`config.mk`:
```
export PLATFORM = sky130hd
export DESIGN_NAME = puf_chal_seq
export DESIGN_NICKNAME = d
export VERILOG_FILES = /design/src/rtl/puf_chal_seq.sv
export SDC_FILE = /design/constraint.sdc
export NUM_CORES = 1
export LEC_CHECK = 0
export BUFFER_PORTS_ARGS = -buffer_cell sky130_fd_sc_hd__buf_2
export CORE_ASPECT_RATIO = 0.5
export CORE_UTILIZATION = 40
export CTS_CLUSTER_DIAMETER = 50
export DETAILED_ROUTE_END_ITERATION = 6
export PLACE_DENSITY = 0.69
export SYNTH_ARGS = -nofsm -noshare
export SYNTH_HDL_FRONTEND = slang
export SYNTH_SLANG_ARGS = --single-unit
export TNS_END_PERCENT = 50
```
`constraint.sdc`:
```
create_clock -name clk -period 4.76 [get_ports clk]
set_input_delay 0.952 -clock clk [delete_from_list [all_inputs] [get_ports clk]]
set_output_delay 0.952 -clock clk [all_outputs]
set_load 0.05 [all_outputs]
```
`src/rtl/puf_chal_seq.sv`:
```
// puf_chal_seq: challenge sequencer and response collector for an RO-PUF core.
// Each run issues RESP_BITS challenges starting from a host seed. For each one
// it pulses eval_start and waits for eval_done, then shifts resp_bit into a word
// (first bit ends up in the MSB). The finished word is offered on a valid/ready
// handshake. A watchdog aborts a run whose core never answers.
// Optional build macro PUF_CHAL_LFSR_EN: challenges advance as a Fibonacci LFSR
// (x^8+x^6+x^5+x^4+1 for CHAL_W=8) and a zero seed is loaded as 1. Without the
// macro the challenge is a plain wrapping incrementer and seed 0 is legal.
module puf_chal_seq #(
  parameter int CHAL_W    = 8,
  parameter int RESP_BITS = 32,
  parameter int TIMEOUT   = 65535
) (
  input  logic                 clk,
  input  logic                 rst,
  input  logic                 start,
  input  logic [CHAL_W-1:0]    seed,
  output logic [CHAL_W-1:0]    chall,
  output logic                 eval_start,
  input  logic                 eval_done,
  input  logic                 resp_bit,
  output logic [RESP_BITS-1:0] resp_data,
  output logic                 resp_valid,
  input  logic                 resp_ready,
  output logic                 busy,
  output logic                 timeout_err
);

  localparam int CNT_W = $clog2(RESP_BITS + 1);
  localparam int WD_W  = $clog2(TIMEOUT + 1);

  typedef enum logic [1:0] {
    IDLE   = 2'd0,
    ISSUE  = 2'd1,
    WAIT   = 2'd2,
    OUTPUT = 2'd3
  } state_t;

  state_t                 state_q;
  logic [CHAL_W-1:0]      chall_q;
  logic [CNT_W-1:0]       bit_cnt_q;
  logic [WD_W-1:0]        wdog_q;
  logic [RESP_BITS-1:0]   shift_q;
  logic [RESP_BITS-1:0]   resp_data_q;
  logic                   eval_start_q;
  logic                   resp_valid_q;
  logic                   busy_q;
  logic                   timeout_err_q;

  logic [CHAL_W-1:0]      seed_ld_d;
  logic [CHAL_W-1:0]      chall_adv_d;
  logic [RESP_BITS-1:0]   shift_d;

  // First challenge of a run; the LFSR variant must never start from zero.
  function automatic logic [CHAL_W-1:0] chall_load(input logic [CHAL_W-1:0] s);
`ifdef PUF_CHAL_LFSR_EN
    return (s == '0) ? CHAL_W'(1) : s;
`else
    return s;
`endif
  endfunction

  // Next challenge after the current one has been evaluated.
  function automatic logic [CHAL_W-1:0] chall_next(input logic [CHAL_W-1:0] c);
`ifdef PUF_CHAL_LFSR_EN
    return {c[CHAL_W-2:0], c[CHAL_W-1] ^ c[CHAL_W-3] ^ c[CHAL_W-4] ^ c[CHAL_W-5]};
`else
    return c + CHAL_W'(1);
`endif
  endfunction

  assign seed_ld_d   = chall_load(seed);
  assign chall_adv_d = chall_next(chall_q);
  assign shift_d     = {shift_q[RESP_BITS-2:0], resp_bit};

  // Run sequencer: one FSM, all outputs registered.
  always_ff @(posedge clk or negedge rst) begin
    if (!rst) begin
      state_q       <= IDLE;
      chall_q       <= '0;
      bit_cnt_q     <= '0;
      wdog_q        <= '0;
      shift_q       <= '0;
      resp_data_q   <= '0;
      eval_start_q  <= 1'b0;
      resp_valid_q  <= 1'b0;
      busy_q        <= 1'b0;
      timeout_err_q <= 1'b0;
    end else begin
      eval_start_q <= 1'b0;
      case (state_q)
        IDLE: begin
          if (start) begin
            chall_q       <= seed_ld_d;
            bit_cnt_q     <= '0;
            shift_q       <= '0;
            timeout_err_q <= 1'b0;
            eval_start_q  <= 1'b1;
            busy_q        <= 1'b1;
            state_q       <= ISSUE;
          end
        end
        ISSUE: begin
          wdog_q  <= '0;
          state_q <= WAIT;
        end
        WAIT: begin
          if (eval_done) begin
            // A late answer on the timeout cycle still counts.
            shift_q   <= shift_d;
            bit_cnt_q <= bit_cnt_q + CNT_W'(1);
            if (bit_cnt_q == CNT_W'(RESP_BITS - 1)) begin
              resp_data_q  <= shift_d;
              resp_valid_q <= 1'b1;
              state_q      <= OUTPUT;
            end else begin
              chall_q      <= chall_adv_d;
              eval_start_q <= 1'b1;
              state_q      <= ISSUE;
            end
          end else if (wdog_q == WD_W'(TIMEOUT - 1)) begin
            // Abandon the run; resp_data keeps the last delivered word.
            timeout_err_q <= 1'b1;
            busy_q        <= 1'b0;
            state_q       <= IDLE;
          end else begin
            wdog_q <= wdog_q + WD_W'(1);
          end
        end
        OUTPUT: begin
          if (resp_ready) begin
            resp_valid_q <= 1'b0;
            busy_q       <= 1'b0;
            state_q      <= IDLE;
          end
        end
        default: begin
          state_q <= IDLE;
        end
      endcase
    end
  end

  assign chall       = chall_q;
  assign eval_start  = eval_start_q;
  assign resp_data   = resp_data_q;
  assign resp_valid  = resp_valid_q;
  assign busy        = busy_q;
  assign timeout_err = timeout_err_q;

endmodule

```
* Word-level counts from Yosys, hierarchy flattened *
Index checks and enable logic that the tools add are counted.

cells by class
  equal/unequal tests = 14
  bitwise operators = 0
  reductions and logical operators = 13
  $add $sub $neg = 3
  multiply operators = 0
  divide/modulo/power cells = 0
  mux-type cells = 35
  magnitude comparators = 0
  shift operators = 0

operator list
  cell                                                              count
  31-bit two-way mux                                                2
  31-bit one-hot mux with 2 select lines                            1
  16-bit two-way mux                                                2
  16-bit one-hot mux with 2 select lines                            1
  8-bit two-way mux                                                 3
  16-bit by 1-bit adder with 16-bit output (second input constant)  1
  16-bit == test (second input constant)                            1
  2-bit != test (second input constant)                             8
  8-bit one-hot mux with 2 select lines                             1
  1-bit two-way mux                                                 12
  6-bit two-way mux                                                 2
  6-bit one-hot mux with 2 select lines                             1
  3-bit AND reduction                                               4
  4-bit AND reduction                                               3
  2-bit two-way mux                                                 5
  8-bit by 1-bit adder with 8-bit output (second input constant)    1
  2-bit one-hot mux with 4 select lines                             1
  6-bit by 1-bit adder with 6-bit output (second input constant)    1
  6-bit by 5-bit == test with 1-bit output (second input constant)  1
  1-bit one-hot mux with 2 select lines                             3
  2-bit nonzero test                                                3
  5-bit AND reduction                                               1
  2-bit == test (second input constant)                             2
  3-bit != test (second input constant)                             1
  4 further kinds                                                   4

storage, ports and cells
  RAM bits = 0
  flip-flop bits (word level) = 99
  logic and storage cells = 75
  memories kept = 0
  ROM bits = 0
  bits in latches = 0
  input bits = 14

* Depth between registers and ports, before layout *
Gate-level depths: netlist of run 1.

  word-level depth = 4
  depth in mapped cells = 7

* Least setup slack after synthesis of run 1 *
Ideal clock, no wire load.

  kind = in2reg
  start point = in eval_done
  end point = reg wdog_q[9]
  stages on the path = 6
  buffers on the path = 2
  data arrival time = 2469 ps
  setup slack = 2214 ps
  required time = 4683 ps
  cells stage by stage = buf_6 or3b_1 buf_2 or4_4 or3_1 a21oi_1

on the way
  word-level cells in the longest chain between the ends = 2

ends and longest elaborated chain
  item                                  line  text
  start: declaration                    20    input logic eval_done,
  2-bit != test (no source line)        --
  3-bit AND reduction (no source line)  --
  end signal: assignment                127   wdog_q <= wdog_q + WD_W'(1);
  end: declaration                      42    logic [WD_W-1:0] wdog_q;

No other way between the ends.
A chain may end at the register's enable or synchronous reset.

* Worst setup path after layout of run 1 *
  start point = in start
  end point = reg chall_q[1] (netlist: chall[1])

on the way
  word-level cells in the longest chain between the ends = 2

ends and longest elaborated chain
  item                                  line  text
  start: declaration                    16    input logic start,
  2-bit != test (no source line)        --
  4-bit AND reduction (no source line)  --
  end signal: assignment                94    chall_q <= seed_ld_d;
  end signal: assignment                117   chall_q <= chall_adv_d;
  end: declaration                      40    logic [CHAL_W-1:0] chall_q;

No other way between the ends.

==> results.txt, run 1 <==
- For the worst setup path, the data required time is roughly 5000 ps.
- During synthesis, Yosys emitted a total of 0 warnings.
- Worst slew slack as a fraction of its limit: 40.81%
* Setup violation total in the final timing report: 0
- The worst register-to-register path begins at state_q[0]$_DFFE_PN0P_.
* Number of clock buffers inserted by TritonCTS: 9
- Number of antenna violations at the first check in global routing: 0
- RSZ-0062 raised after global routing: no
- For met3 alone, demand over resource in global routing was 4.371%.
- Tracing the worst setup path back leads to its startpoint at start.
- Crit path setup slack, layout: approximately 2300 ps
* TritonCTS sink count: 99
- Max Root-Sink Buffers: 2
- For this run, the post-layout net count is about 480.
- Summing every instance area after synthesis gives around 4400 um^2.
* Final Util: between 40% and 50%
- Minimum clock period after layout: between 2000 and 2500 ps
- At the pin with the least slew margin, the transition time is a little under 900 ps.
- Full die area: about 11000 um^2
* Buffers inserted by post-CTS timing repair: 0
- Worst setup timing slack at the placement stage: ~2000 ps
* Worst setup path class: primary input to register
* Remaining antenna violation count: 0
* Antenna cells: 0
- Cell taking the most area after synthesis: dfrtp_1
* Gate count of the mapped netlist: 413
- Counting instances, the worst hold path has a depth of 2.
- Most used flip-flop cell after synthesis: dfrtp_1
- Synth top area share: 56.46%
- The synthesized netlist devotes a little under an eighth of its cell area to compound gates.
- STA classifies the critical path endpoint as a register.
- Counting tap cells, the placed design contains a total of between 500 and 600 instances.
- The final number of hold-violating endpoints came to 0.
- Cells taking the most area after synthesis: dfrtp_1 56%, mux2_2 8.5%, nand2_1 7.4%
- Cell row count: 26
* Syn Nets: between 400 and 500
* Ratio of cells with drive above 1 in the final layout: around a quarter
- Detailed placement finished with a half-perimeter wire length of between 5 and 6 mm.
- Data on the critical path arrives at its endpoint at between 2000 and 3000 ps.
* First-pass GRT wire length: about 15 mm
* Power density of the placed cells: just under 500 nW/um^2
- Maximum resistive drop on vdd: just under 0.2 mV
- In the routed design, unresolved DRC markers number 0.
- Initial Util: 42.02%
* Count of flip-flops with a built-in enable after synthesis: 0
* Area after detailed placement: ~4800 um^2
* Count leader, synth: dfrtp_1
- Of all flip-flops after synthesis, the portion carrying an async set or reset was 100.0%.
- Post-CTS repair changed the size of 0 cells.
- I/O pin count: between 50 and 60
* Largest net degree at the start of global routing: between 70 and 80
- Global routing consumed, on the met2 layer, approximately 26% of the routing resources.
- Parity-gate share of the synthesized area counting xor and xnor cells: less than 1%
- Growth of design area from synthesis to finish: 17.11%
- For this block, the initial DRC count from the detailed router was about 200.
- Smallest hold slack: between 400 and 500 ps
- Post-CTS Hold Buffers: 0
- Number of storage elements in the synthesis netlist: 99
- Average detailed-routed wire length per instance: about 14 um
- Final critical-path share of the clock period: 51.84%
- Total congestion overflow: 0
- Die boundary height: approximately 76 um
- On the final layout, the worst clock skew is 9.862 ps.
- By area, the combinational part of the netlist is dominated by simple AND/OR/NAND/NOR gates.
- RR Endpoint: chall[1]$_DFFE_PN0P_
- Using the TritonRoute via totals, the vias-per-cell ratio works out to between 5 and 6.
- Clk Tree Root Cell: clkbuf_16
- List of most frequent post-synthesis cells: 99 x dfrtp_1, 86 x nand2_1, 39 x o21ai_0
- Global routing consumed, on the met1 layer, a little under a quarter of the routing resources.
- Leakage: 2.344 nW
- Port buffering added 57 buffers.
* Type of the worst min-delay path: register to register
- Reg2reg setup slack: 2410 ps
- Crit Path Max Fanout: 10
* Post-route non-filler standard cell count: 609
- The tool flagged a number of max-cap violations equal to 0.
- Global routing used 16.91% of the available tracks across all layers.
* Number of max-slew violations in the final report: 0
- Number of distinct library cells after synthesis: 44
* Peak Freq: roughly 410 MHz
- Final estimated routing congestion in global placement: just under 0.9
- The region available for standard cell placement spans ~10000 um^2.
- The die is between 150 and 200 um wide.
- Total via count in the routed design: 3201
- Run status: finished clean
- The clock reaches the later pin of the worst-skew pair after between 300 and 400 ps.
- Area of all placed cells without fillers: 5139 um^2
* Share of synthesized cell area in and, or, nand and nor gates: between 10% and 20%
* Post-synthesis average cell area: 10.62 um^2
* Setup_tns: 0 ps
- Clock tree from TritonCTS: built
* H-tree Lvls: 3
* Detailed Routing Iterations Pass 1: 4
* CP Capture Point: chall[1]$_DFFE_PN0P_
- The number of global-route vias before repair is 3114.
- Of the synthesized area, sequential elements account for ~56%.
- Summing the areas of all fa, ha and maj instances in the mapped netlist gives roughly 1.1% of the synthesized area.
- The number of cells on the worst reg-to-reg path is 4.
* Sort of element at the start of the critical path: primary input
- Routed wire length: 8.786 mm
* Design Power: approximately 2.5 mW
- The layer flagged by global routing as most heavily used is met2.
- Measured against the total synthesized area, the mux share comes to roughly a tenth.
- After clock tree synthesis, the clock-pin slew on the worst setup and hold paths is ~70 ps.
-- sequential cells by signal, summed over array words and instances (netlist names) --
name / cells
wdog_q: 16
busy: 1
eval_start: 1
state_q: 2
bit_cnt_q: 6
shift_q: 31
timeout_err: 1
chall: 8
resp_valid: 1
resp_data: 32
-- kinds of logic (layout without fill, tap and decap cells) --
| logic type | count (synthesis) | count (layout) |
|---|---|---|
| flip-flops | 99 | 99 |
| XOR/XNOR | 4 | 4 |
| adder cells (fa/ha/maj) | 4 | 4 |
| AO/OA/AOI/OAI | 84 | 84 |
| AND/OR/NAND/NOR | 157 | 157 |
| multiplexers | 39 | 39 |
| buffers and inverters | 26 | 82 |
-- layer usage --
metal	routed length, um	part of all wire (%)
met5	0	0
met1	4315	49
met2	4159	47
met3	270	3.1
met4	40	0.46
-- power by group --
part           internal, mW  switching, mW
Sequential            0.920          0.116
Combinational         0.191          0.490
Clock                 0.432          0.319
Total                  1.54          0.925
-- critical path: stages --
cell     delay [ps]
buf_2           100
nor3b_2         210
nor4_2          790
nor2_1          290
mux2_2          340
-- cell usage in the layout, fill, tap and decap left out, types with 6 or more instances in the layout --
cell type	n
nor2_1	12
a21oi_1	11
buf_4	7
buf_2	56
o21ai_0	39
dfrtp_1	99
mux2i_1	6
clkbuf_16	9
nor3_1	10
nand2_1	86
nand3_1	13
mux2_2	33
-- cell type report --
| cell class | count | area (um^2) |
|---|---|---|
| inverters | 3 | 11.26 |
| well taps | 140 | 175.2 |
| clock inverters | 5 | 68.82 |
| clock buffers | 11 | 242.7 |
| multi-input cells | 288 | 1831 |
| flip-flops and latches | 99 | 2477 |
| repair buffers | 63 | 332.8 |
| fillers | 977 | 5304 |
-- worst min-delay path by stage --
stage                            start                 endpoint  slack (ps)
2_1_floorplan  shift_q[30]$_DFFE_PN0P_  shift_q[30]$_DFFE_PN0P_         440
3_3_place_gp   shift_q[30]$_DFFE_PN0P_  shift_q[30]$_DFFE_PN0P_         460
3_5_place_dp   shift_q[30]$_DFFE_PN0P_  shift_q[30]$_DFFE_PN0P_         470
4_1_cts        shift_q[30]$_DFFE_PN0P_  shift_q[30]$_DFFE_PN0P_         490
5_1_grt        shift_q[30]$_DFFE_PN0P_  shift_q[30]$_DFFE_PN0P_         500
6_report       shift_q[30]$_DFFE_PN0P_  shift_q[30]$_DFFE_PN0P_         490
Power figures use the tool's default switching activity.
==> run 2, diff against run 1 <==
--- a/config.mk
+++ b/config.mk
@@ -10,7 +10,7 @@
 export CORE_UTILIZATION = 40
 export CTS_CLUSTER_DIAMETER = 50
 export DETAILED_ROUTE_END_ITERATION = 6
-export PLACE_DENSITY = 0.69
+export PLACE_DENSITY = 0.71
 export SYNTH_ARGS = -nofsm -noshare
 export SYNTH_HDL_FRONTEND = slang
 export SYNTH_SLANG_ARGS = --single-unit
==> constraint.sdc (replaced) <==
create_clock -name clk -period 2.05 [get_ports clk]
set_input_delay 0.41 -clock clk [delete_from_list [all_inputs] [get_ports clk]]
set_output_delay 0.41 -clock clk [all_outputs]
set_load 0.05 [all_outputs]
==> results.txt, run 2 (synthesis gave the netlist of run 1 again) <==
- Worst slew slack as a fraction of its limit: between 70% and 80%
- Insertion delay to the later sink of the worst-skew pair: between 300 and 400 ps
* Detailed Routing Iterations Pass 1: 4
- For the pin with the worst max-slew slack, the measured transition is approximately 450 ps.
* Full die area: between 10000 and 15000 um^2
* Mean number of vias per cell: between 5 and 6
- Peak Freq: 508.1 MHz
- Remaining antenna violation count: 0
- At the end of the flow, the number of nets in the layout was about 500.
* Total via count in the routed design: approximately 3300
- The number of global-route vias before repair is 3181.
* Power density of the placed cells: between 1000 and 1500 nW/um^2
- Clk Tree Root Cell: clkbuf_16
- Post-CTS repair changed the size of 0 cells.
- Summed over all cells, the static leakage comes to between 2 and 2.5 nW.
- Area after detailed placement: between 4000 and 5000 um^2
* Max reg flops: 32
* Ratio of cells with drive above 1 in the final layout: between 20% and 30%
- Entering global routing, the biggest net connects 36 pins.
- Commonest cells after routing, fill and taps aside: 99 x dfrtp_1, 86 x nand2_1, 56 x buf_2
* Run status: finished clean
* Routed wire length: approximately 8.8 mm
- Average detailed-routed wire length per instance: between 10 and 15 um
- Setup repair after global routing left no endpoint under its margin.
- Max-cap violations in this run came to 0.
- Arrival time of data at the critical path endpoint: roughly 2200 ps
* Initial drt markers: 200
* Final estimated routing congestion in global placement: around 0.82
- Drc violations: 0
- Port buffering added 57 buffers.
* Initial Util: a little over two fifths
- Summed over all layers, the global routing overflow is 0.
* Clk_skew: 7.147 ps
* Startpoint of the worst register-to-register path: state_q[0]$_DFFE_PN0P_
- Clock tree synthesis found a total of around 100 sinks.
* Minimum clock period after layout: slightly below 2000 ps
- The initial antenna violation count came to 0.
- 58 I/O pins were placed.
- Die boundary height: between 70 and 80 um
* Final Util: around half
- After layout, the design draws a total of 5.872 mW.
* Crit Path Max Fanout: 6
- Antenna cells: 0
- Final critical-path share of the clock period: 96.01%
- The longest clock path from root to sink contains 2 buffers.
- Floorplan core area: around 10000 um^2
* Setup violation total in the final timing report: 0
* Number of max-slew violations in the final report: 0
- Detailed placement ended at an HPWL of a little under 6 mm.
* Sort of element at the start of the critical path: register
* Die outline width: around 150 um
* Number of clock buffers inserted by TritonCTS: 9
* Worst setup path class: register to register
- Relative to the synthesized area, the layout overhead comes to 20.53%.
- Global routing used between 10% and 20% of the available tracks.
* Setup_tns: 0 ps
- The floorplan has 26 rows.
- Number of filler cells placed in the layout: 919
* Clock tree from TritonCTS: built
* Area of all placed cells without fillers: ~5300 um^2
- Buffers inserted by post-CTS timing repair: 0
- Worst setup path startpoint: state_q[0]$_DFFE_PN0P_
- Maximum resistive drop on vdd: ~0.51 mV
- The number of hold buffers added after CTS was 0.
- The worst setup path is captured at a register.
- H-tree Lvls: 3
* Most common cell after layout, fill and taps aside: dfrtp_1
- Required time of the worst setup path: 2310 ps
* Final hold violation count: 0
- Type of the worst min-delay path: primary input to async pin
- First-pass GRT wire length: ~16 mm
* Clk pin slew, worst setup/hold paths: ~70 ps
## run 2: changes by cell type in the layout (fill, tap and decap cells not counted)
cell / previous run / this run
buf_4: 7 / 19
buf_12: 0 / 3
clkbuf_1: 1 / 0
clkbuf_8: 1 / 0
clkinv_2: 0 / 1
clkinv_8: 0 / 1
clkinvlp_4: 1 / 2
inv_8: 2 / 1
## run 2: worst max-delay path, stage by stage, from the launching register on
cell and delay [ps]:
dfrtp_1 430, or3b_1 450, or4_4 530, or3_1 310, a21oi_1 170
## run 2: metal layers
layer / global-route usage, % / wire length [um] / vias to the layer above
li1: - / - / 1612
met1: 23.06 / 4281 / 1594
met2: 27.87 / 4157 / 50
met3: 3.772 / 211 / 8
met4: 5.758 / 106 / 0
met5: 0 / 0 / -
## run 2: area by class of cell
type | instances | area [um^2] | area share, %
multi-input cells | 288 | 1831 | 34.61
repair buffers | 78 | 483.0 | 9.132
inverters | 3 | 11.26 | 0.2129
clock inverters | 7 | 86.33 | 1.632
well taps | 140 | 175.2 | 3.312
flip-flops and latches | 99 | 2477 | 46.84
clock buffers | 9 | 225.2 | 4.258
## run 2: per-stage QoR
| stage | hold WS (ps) | cells | worst slack, ps |
|---|---|---|---|
| global placement | 390.1 | 608 | 67.13 |
| global route | 32.32 | 624 | 4.224 |
| CTS | 14.41 | 624 | 93.40 |
| finish | 9.697 | 624 | 81.79 |
| detailed placement | 389.4 | 608 | 22.29 |
| floorplan | 114.4 | 413 | 38.80 |
## run 2: worst paths after layout
kind,to,slack (ps),depth (start not counted)
min in group clk,resp_data[0]$_DFFE_PN0P_,320,2
worst max-delay path,wdog_q[9]$_DFFE_PN0P_,80,4
max in group asynchronous,wdog_q[10]$_DFFE_PN0P_,1490,2
worst min-delay path,resp_data[5]$_DFFE_PN0P_,10,1
worst min register to register,shift_q[30]$_DFFE_PN0P_,480,2
worst max register to register,wdog_q[9]$_DFFE_PN0P_,80,4
## run 2: where the power goes
part	total [mW]	leakage (nW)	switching, mW	internal [mW]
clock	1.74	0.147	0.768	0.967
sequential	2.36	1.35	0.224	2.14
combinational	1.78	0.931	1.21	0.565
total	5.87	2.42	2.20	3.67
==> run 3, diff against run 2 <==
--- a/config.mk
+++ b/config.mk
@@ -7,10 +7,10 @@
 export LEC_CHECK = 0
 export BUFFER_PORTS_ARGS = -buffer_cell sky130_fd_sc_hd__buf_2
 export CORE_ASPECT_RATIO = 0.5
-export CORE_UTILIZATION = 40
+export CORE_UTILIZATION = 45
 export CTS_CLUSTER_DIAMETER = 50
 export DETAILED_ROUTE_END_ITERATION = 6
-export PLACE_DENSITY = 0.71
+export PLACE_DENSITY = 0.77
 export SYNTH_ARGS = -nofsm -noshare
 export SYNTH_HDL_FRONTEND = slang
 export SYNTH_SLANG_ARGS = --single-unit
==> results.txt, run 3 (synthesis gave the netlist of run 1 again) <==
- In this run, post-CTS hold repair placed 0 buffers.
* Worst setup path class: register to register
- Leaving out fill and tap cells, the most frequent cell in the layout is dfrtp_1.
- Total congestion overflow: 0
* Ratio of cells with drive above 1 in the final layout: between 20 and 30%
- Largest net degree at the start of global routing: 51
- In this run the standard cell core region covers around 9400 um^2.
- Drc violations: 0
- Clock skew on the completed layout was measured at between 10 and 15 ps.
- Peak Freq: approximately 530 MHz
- Commonest cells after routing, fill and taps aside: 99 x dfrtp_1, 86 x nand2_1, 56 x buf_2
* Clk pin slew, worst setup/hold paths: 70 ps
- The congestion estimate from routability-driven global placement came to between 0.8 and 0.9.
* Initial drt markers: between 300 and 400
- The worst hold path belongs to the class primary input to async pin.
- Final hold violation count: 0
- The flow ran to the end, and the final reports show no timing, DRC or antenna violations.
* Max_cap viols: 0
- Average detailed-routed wire length per instance: ~15 um
* Nature of the critical path endpoint: register
- Die boundary height: slightly above 70 um
- Mean number of vias per cell: about 5.4
- Total via count in the routed design: 3353
- For this run, the total global-route usage over all layers was measured as between 15 and 20%.
* Final Util: between 50% and 60%
- In this run, CTS created clock tree buffers numbering 9.
* Arrival time of data at the critical path endpoint: about 2200 ps
* Initial Util: between 40% and 50%
* Cell with the biggest individual delay on the critical path: or4_4
* DPL Wire Length: just over 6 mm
* Setup violation total in the final timing report: 0
* Growth of design area from synthesis to finish: 20.22%
- Max Root-Sink Buffers: 2
* Insertion delay to the later sink of the worst-skew pair: roughly 350 ps
* TritonCTS sink count: 99
* Full die area: between 10000 and 15000 um^2
* Cell row count: 25
- In this run the static leakage power is about 2.4 nW.
- H-tree Lvls: 3
- Across all hold checks on the routed design, the worst slack comes to 0.7538 ps.
- Via count of the first global-routing pass: 3115
- The signal on the critical path passes through or3b_1 -> or4_4 -> nor3_1 -> mux2i_1.
* Slew @ Worst Pin: between 400 and 500 ps
* Sort of element at the start of the critical path: register
* Number of buffer cells added on primary ports: 57
- First-pass GRT wire length: around 15 mm
- Clock tree from TritonCTS: built
- The design draws around 5.9 mW.
- Resized cells post-CTS: 0
* Antenna cells: 0
* Minimum clock period after layout: around 1900 ps
- In the finished design, the share of the clock period the worst path needs comes to 92.89%.
- Crit Path Max Fanout: 6
* Setup_tns: 0 ps
* Power density of the placed cells: 1110 nW/um^2
- Clk Tree Root Cell: clkbuf_16
- The worst pin sits at a relative slew slack of a little under three quarters.
- I/O pin count: 58
- Number of filler cells placed in the layout: about 830
- Detailed Routing Iterations Pass 1: 5
- Required time of the worst setup path: ~2300 ps
* Maximum resistive drop on vdd: 0.4712 mV
- The final layout contains routed wiring with a total length of 9.007 mm.
* Number of antenna violations at the first check in global routing: 0
* Max reg flops: 32
* Remaining antenna violation count: 0
- Peak per-stage delay on the critical path: ~530 ps
- Setup repair after global routing left no endpoint under its margin.
* Reg2Reg Depth: 4
- Fin nets: about 500
- Die outline width: about 140 um
* Number of max-slew violations in the final report: 0
==> run 3: cell types whose count changed in the layout (fill, tap and decap cells not counted) <==
cell and change:
buf_12 -1, buf_4 +2, clkinv_8 -1, inv_6 -1, inv_8 +2
==> run 3: final cells by class <==
type                            instances  area, um^2  area share, %
Timing Repair Buffer                   79       478.0          9.061
Clock buffer                            9       225.2          4.269
Sequential cell                        99        2477          46.96
Multi-Input combinational cell        288        1831          34.70
Tap cell                              135       168.9          3.202
Inverter                                3       11.26         0.2135
Clock inverter                          7       83.83          1.589
==> run 3: power breakdown <==
group	switching, mW	total [mW]	internal (mW)
combinational	1.22	1.76	0.540
clock	0.775	1.74	0.969
sequential	0.216	2.35	2.14
total	2.21	5.86	3.65
==> run 3: critical path: cells and delay by family (launching register included) <==
family / cells / cell delay, ps
AND/OR/NAND/NOR: 3 / 1190
flip-flops: 1 / 430
multiplexers: 1 / 200
==> run 3: path summary, 6_finish.rpt <==
path | start | endpoint | slack, ps
worst max-delay path | state_q[1]$_DFFE_PN0P_ | wdog_q[13]$_DFFE_PN0P_ | 150
worst min-delay path | rst | wdog_q[5]$_DFFE_PN0P_ | 0.8
worst max register to register | state_q[1]$_DFFE_PN0P_ | wdog_q[13]$_DFFE_PN0P_ | 150
worst min register to register | shift_q[30]$_DFFE_PN0P_ | shift_q[30]$_DFFE_PN0P_ | 480
max in group asynchronous | rst | resp_data[3]$_DFFE_PN0P_ | 1400
min in group clk | resp_bit | resp_data[0]$_DFFE_PN0P_ | 320
==> run 3: metal layers <==
layer	GRT usage, %	share of wire (%)
met4	6.093	1.3
met3	4.813	4.3
met5	0	0
met2	30.32	47
met1	26.48	48
==> run 3: repair_timing <==
item | 4_1_cts | 5_1_grt
setup endpoints to repair | 0 | 1
hold endpoints to repair | 0 | 0
buffers inserted | 0 | 3
==> run 3: metrics by stage <==
step	instances	worst slack (ps)	cell area (um^2)
5_1_grt	620	5.493	5275
4_1_cts	617	136.8	5253
3_5_place_dp	601	49.91	4943
2_1_floorplan	413	38.80	4388
6_report	620	145.8	5275
3_3_place_gp	601	92.34	4943
